**src/rtl/ex_mem_dreq.sv**
```systemverilog
// ex_mem_dreq: EX/MEM pipeline register with data-cache request sequencing and stall.
// Define MEM_TIMEOUT_EN to enable the access watchdog (mem_err, forced halt).
module ex_mem_dreq #(
  parameter int DATA_W      = 32,
  parameter int REG_W       = 5,
  parameter int TIMEOUT_CYC = 255
) (
  input  logic              CLK,
  input  logic              RST,
  input  logic              pipe3_en,
  input  logic              flushed3,
  input  logic [DATA_W-1:0] npc_i3,
  input  logic [DATA_W-1:0] alu_out_i3,
  input  logic [DATA_W-1:0] rdat2_i3,
  input  logic [DATA_W-1:0] LUI_i3,
  input  logic [1:0]        W_mux_i3,
  input  logic [REG_W-1:0]  wsel_i3,
  input  logic              wen_i3,
  input  logic              d_ren_i3,
  input  logic              d_wen_i3,
  input  logic              halt_i3,
  output logic [DATA_W-1:0] npc_o3,
  output logic [DATA_W-1:0] alu_out_o3,
  output logic [DATA_W-1:0] rdat2_o3,
  output logic [DATA_W-1:0] LUI_o3,
  output logic [1:0]        W_mux_o3,
  output logic [REG_W-1:0]  wsel_o3,
  output logic              wen_o3,
  output logic              halt_o3,
  output logic [DATA_W-1:0] dmemload_o3,
  output logic              dmemREN,
  output logic              dmemWEN,
  output logic [DATA_W-1:0] dmemaddr,
  output logic [DATA_W-1:0] dmemstore,
  input  logic              dhit,
  input  logic [DATA_W-1:0] dmemload,
  output logic              mem_stall,
  output logic              mem_err
);
  typedef enum logic {IDLE, BUSY} state_t;
  state_t state;
  logic   d_ren_q, d_wen_q;
`ifdef MEM_TIMEOUT_EN
  localparam int CW = $clog2(TIMEOUT_CYC + 1);
  logic [CW-1:0] cnt;
  logic          expire;
  assign expire = !dhit && cnt == CW'(TIMEOUT_CYC - 1);
`else
  logic unused_timeout;
  assign unused_timeout = |TIMEOUT_CYC;
  assign mem_err = 1'b0;
`endif
  assign mem_stall = state == BUSY;
  assign dmemREN   = mem_stall && d_ren_q;
  assign dmemWEN   = mem_stall && d_wen_q;
  assign dmemaddr  = alu_out_o3;
  assign dmemstore = rdat2_o3;
  always_ff @(posedge CLK) begin
    if (RST) begin
      state       <= IDLE;
      npc_o3      <= '0;
      alu_out_o3  <= '0;
      rdat2_o3    <= '0;
      LUI_o3      <= '0;
      W_mux_o3    <= '0;
      wsel_o3     <= '0;
      wen_o3      <= 1'b0;
      halt_o3     <= 1'b0;
      dmemload_o3 <= '0;
      d_ren_q     <= 1'b0;
      d_wen_q     <= 1'b0;
`ifdef MEM_TIMEOUT_EN
      cnt         <= '0;
      mem_err     <= 1'b0;
`endif
    end else if (state == IDLE) begin
      // a latched halt freezes the stage until reset
      if (!halt_o3 && flushed3) begin
        npc_o3     <= '0;
        alu_out_o3 <= '0;
        rdat2_o3   <= '0;
        LUI_o3     <= '0;
        W_mux_o3   <= '0;
        wsel_o3    <= '0;
        wen_o3     <= 1'b0;
        d_ren_q    <= 1'b0;
        d_wen_q    <= 1'b0;
      end else if (!halt_o3 && pipe3_en) begin
        npc_o3     <= npc_i3;
        alu_out_o3 <= alu_out_i3;
        rdat2_o3   <= rdat2_i3;
        LUI_o3     <= LUI_i3;
        W_mux_o3   <= W_mux_i3;
        wsel_o3    <= wsel_i3;
        wen_o3     <= wen_i3;
        halt_o3    <= halt_i3;
        d_ren_q    <= d_ren_i3 && !d_wen_i3;
        d_wen_q    <= d_wen_i3;
        state      <= (d_ren_i3 || d_wen_i3) ? BUSY : IDLE;
`ifdef MEM_TIMEOUT_EN
        cnt        <= '0;
`endif
      end
    end else if (dhit) begin
      if (d_ren_q) dmemload_o3 <= dmemload;
      state <= IDLE;
    end
`ifdef MEM_TIMEOUT_EN
    else if (expire) begin
      mem_err <= 1'b1;
      halt_o3 <= 1'b1;
      state   <= IDLE;
    end else begin
      cnt <= cnt + 1'b1;
    end
`endif
  end
endmodule

```
**config.mk**
```make
export PLATFORM = sky130hd
export DESIGN_NAME = ex_mem_dreq
export DESIGN_NICKNAME = d
export VERILOG_FILES = /design/src/rtl/ex_mem_dreq.sv
export SDC_FILE = /design/constraint.sdc
export NUM_CORES = 1
export LEC_CHECK = 0
export CORE_AREA = 3 3 159 161
export DETAILED_ROUTE_END_ITERATION = 7
export DIE_AREA = 0 0 162 164
export SETUP_SLACK_MARGIN = 0.02
export SLEW_MARGIN = 20
export SYNTH_ARGS = -nofsm -noshare
export SYNTH_HDL_FRONTEND = slang
export SYNTH_SLANG_ARGS = --single-unit
```
**constraint.sdc**
```tcl
create_clock -name CLK -period 1.78 [get_ports CLK]
set_input_delay 0.445 -clock CLK [delete_from_list [all_inputs] [get_ports CLK]]
set_output_delay 0.445 -clock CLK [all_outputs]
set_load 0.01 [all_outputs]
```
### Word-level counts from Yosys, hierarchy flattened

Index checks and enable logic that the tools add are counted.

* register bits after elaboration: 172
* bits of input ports: 176
* output and inout bits: 237
* word-level logic and storage cells: 49

* mux-type cells: 23
* bitwise logic cells: 2
* reductions and logical operators: 12

Operators by type and width (number)
* $mux W32: 8
* $mux W1: 11
* $mux W5: 2
* $reduce_and A3 Y1: 2
* $logic_and A1 B1 Y1: 5
* $mux W2: 2
* $logic_not A1 Y1: 2
* $not A1 Y1: 2
* $reduce_and A2 Y1: 1
* $reduce_bool A2 Y1: 1
* $logic_or A1 B1 Y1: 1

### Depth between registers and ports, before layout

* depth after elaboration: 5
* depth in mapped cells: 5
* depth with buffers taken out: 3

### Least setup slack after synthesis

OpenSTA, ideal clock, no wires.

* path type: input-to-reg
* start: input flushed3
* end: register LUI_o3[0]
* arrival time: 1.360 ns
* required time: 1.721 ns
* path slack: 0.361 ns
* cell stages on the path: 5
* path through: or2_2 > a21oi_2 > buf_2 > buf_2 > a22o_1

* cells in the longest elaborated chain, start to end: 3
* elaborated cells between the ends (all ways): 4
* classes of those cells: 1 x mux; 3 x reduce/logical

Ends and longest elaborated chain
* start: declaration: RTL line 11 `input logic flushed3,`
* $logic_and A1 B1 Y1 *: RTL line 78 `if (!halt_o3 && flushed3) begin`
* $reduce_bool A2 Y1 (no line)
* $reduce_and A2 Y1 (no line)
* end signal: assignment: RTL line 92 `LUI_o3 <= LUI_i3;`
* end: declaration: RTL line 25 `output logic [DATA_W-1:0] LUI_o3,`

Mark *: on every way between the ends. The rest lies on a longest branch, timed or not.
A chain may end at the register's enable or synchronous reset.

### Worst setup path in the final report

* start: register LUI_o3[6]
* end: output LUI_o3[6]

No word-level cell between the ends.

==> results.md <==
- ANT nets after route: 0
- Largest net degree at the start of global routing: 50
- VDD IR max: 0.578 mV
- Remaining global-route overflow: 0
- Synth Register Bits: 172
- GR Util met3: 6.08%
- Cells after Synth: 529
- # diodes: 0
- Most crowded layer after global routing: met2
- GR Util All Layers: 15.0%
- CTS max path bufs: 2
- CTS Root Cell: clkbuf_16
- Leading cell types by count after synthesis: dfxtp_1 (172), a22o_1 (138), buf_4 (78)
- Min Tclk post-route: 1.71 ns
- Final Hold Fails: 0
- CP Buf/Inv Count: 1
- Setup-failing EPs final: 0
- EDFF count, synth: 0
- Maxcap violations: 0
- WP data required: 1.33 ns
- Max Clk Rate: 0.586 GHz
- Setup ws final: 0.0735 ns
- Nets: 1060
- CTS buffer count: 17
- HP Class: reg -> reg
- Worst path slowest cell: clkdlybuf4s50_1
- Vias in the first global route: 5083
- Top delay family on crit path: buffers and inverters
- Main flop type after synthesis: dfxtp_1
- CP max FO: 2
- CTS Sinks: 172
- Critical Path AT: 1.26 ns
- Inst Count DP: 1189
- Period utilization: 95.9%
- Status: finished, final reports clean
- Kind of critical path: reg -> out
- Met1 Use GR: 17.4%
- Met2 Use GR: 26.1%
- Setup Fix Bufs, Post-CTS: 0
- Max-slew violation count: 0
- Reg clk slew, reported paths: 0.06 ns
- 1st-iter DRT viols: 285
- Fin cells: 1220
- Netlist cell types: 19
- First-pass DRT Iterations: 4
- Critical Path End Type: output pin
- Top-count cell post-synth: dfxtp_1
- Routed vias/inst: 4.29
- Syn Area/Cell: 11.1 um^2
- Post-synth ARST share: 0%
- Initial Utilization: 24.4%
- Net Count, Synth: 705
- Skew final: 0.00802 ns
- PnR Total Power: 8970 uW
- Core ar.: 0.0241 mm^2
- Detail Placement HPWL: 15900 um
- PD cells: 861 mW/mm^2
- Total wire length: 21100 um
- CP Launch Type: flip-flop
- Count of input and output buffers: 411
- Synth Cell Area: 0.00588 mm^2
- Clk Latency, worst-skew pair: 0.41 ns
- Die area: 0.0266 mm^2
- Unrepaired setup endpoints after global routing: no
- Initial antenna violation count: 0
- CTS tree: built
- IO Pins: 413
- Site row count: 57
- Layout cell share with drive strength beyond 1: 8.15%
- Register area share after synthesis: 58.5%
- Ys Warns: 0
- Worst-path cell chain: clkdlybuf4s50_1
- Yosys top cell by area: dfxtp_1
- Dpl ws: -0.265 ns
- Drt wl/cell: 17.3 um
- GP Congestion: 0.728
- Via count: 5228
- Residual DRC: 0
- Die width: 162 um
- Ranking of synthesized cells by area: dfxtp_1 (59%), a22o_1 (21%), buf_4 (10%), nand2_1 (4.1%), a21oi_1 (2.8%)
- H-tree levels: 4
- P_leak: 0.00514 uW
- Area Overhead vs Synth: 77.1%
- Yosys top cell area share: 58.5%
- Peak per-stage delay on the critical path: 0.53 ns
- First-pass GRT wire length: 30700 um
- Die Y: 164 um
metal layers:
layer	up-vias	wire, um
met1	2430	8400
met5	-	0
met3	13	2080
li1	2539	-
met2	246	10500
met4	0	187
cells by family (layout without fill, tap and decap cells):
kind of cell	count (synthesis)	count (layout)	share of synthesized area (%)
AO/OA/AOI/OAI	173	173	23.7
flip-flops	172	172	58.5
buffers and inverters	108	475	12.3
AND/OR/NAND/NOR	75	75	5.44
other	1	1	0.0637
flip-flops by register name, summed over array words and instances, names as in the netlist:
register / flops
d_ren_q: 1
LUI_o3: 32
mem_stall: 1
dmemstore: 32
alu_out_o3: 32
wsel_o3: 5
d_wen_q: 1
wen_o3: 1
W_mux_o3: 2
halt_o3: 1
dmemload_o3: 32
npc_o3: 32
cell type report:
type,instances,area [um^2]
Fill cell,2457,13700
Timing Repair Buffer,442,4230
Sequential cell,172,3450
Multi-Input combinational cell,249,1720
Clock buffer,19,443
Tap cell,324,405
Clock inverter,12,154
Inverter,2,7.51
power by group:
part | switching (uW) | total [uW] | internal (uW) | leakage, uW
Clock | 1670 | 3820 | 2150 | 0.000290
Combinational | 418 | 1100 | 681 | 0.00345
Sequential | 83.4 | 4060 | 3970 | 0.00140
Total | 2170 | 8970 | 6810 | 0.00514
path summary, 6_finish.rpt:
| path | from | endpoint | cells after the start | slack [ns] |
|---|---|---|---|---|
| worst max-delay path | LUI_o3[6] | LUI_o3[6] | 1 | 0.07 |
| worst min-delay path | dmemload_o3[24] | dmemload_o3[24] | 2 | 0.45 |
| worst max register to register | mem_stall | LUI_o3[8] | 5 | 0.32 |
| worst min register to register | dmemload_o3[24] | dmemload_o3[24] | 2 | 0.45 |
cells in the final DEF (no fill, tap or decap):
master and n:
a21oi_1 33, a21oi_4 1, a22o_1 138, a32o_1 1
and2_1 2, and3_1 1, buf_12 11, buf_4 20
bufinv_16 2, clkbuf_1 1, clkbuf_16 17, clkbuf_8 1
clkdlybuf4s50_1 176, clkinv_4 3, clkinvlp_4 1, conb_1 1
dfxtp_1 165, dfxtp_2 6, dfxtp_4 1, dlygate4sd2_1 224
dlymetal6s2s_1 11, inv_1 2, inv_6 3, inv_8 3
nand2_1 64, nand2b_1 1, nand3_1 1, nor2_1 2
nor4_4 1, or2_2 2, or3b_2 1
metrics by stage:
stage / utilization, % / TNS, ns / hold slack [ns] / cell area (um^2)
after floorplan: - / 0 / 0.434 / 5880
after global placement: 41.8 / -32.94 / 0.439 / 10100
after detailed placement: 41.8 / -34.02 / 0.446 / 10100
after CTS: 43.1 / 0 / 0.453 / 10400
after global routing: 43.2 / 0 / 0.472 / 10400
final: 43.2 / 0 / 0.449 / 10400
timing repair:
item	in CTS	in global routing
hold buffers	0	0
gates resized for setup	232	11
endpoints found under the setup margin	224	11
Power figures use the tool's default switching activity.
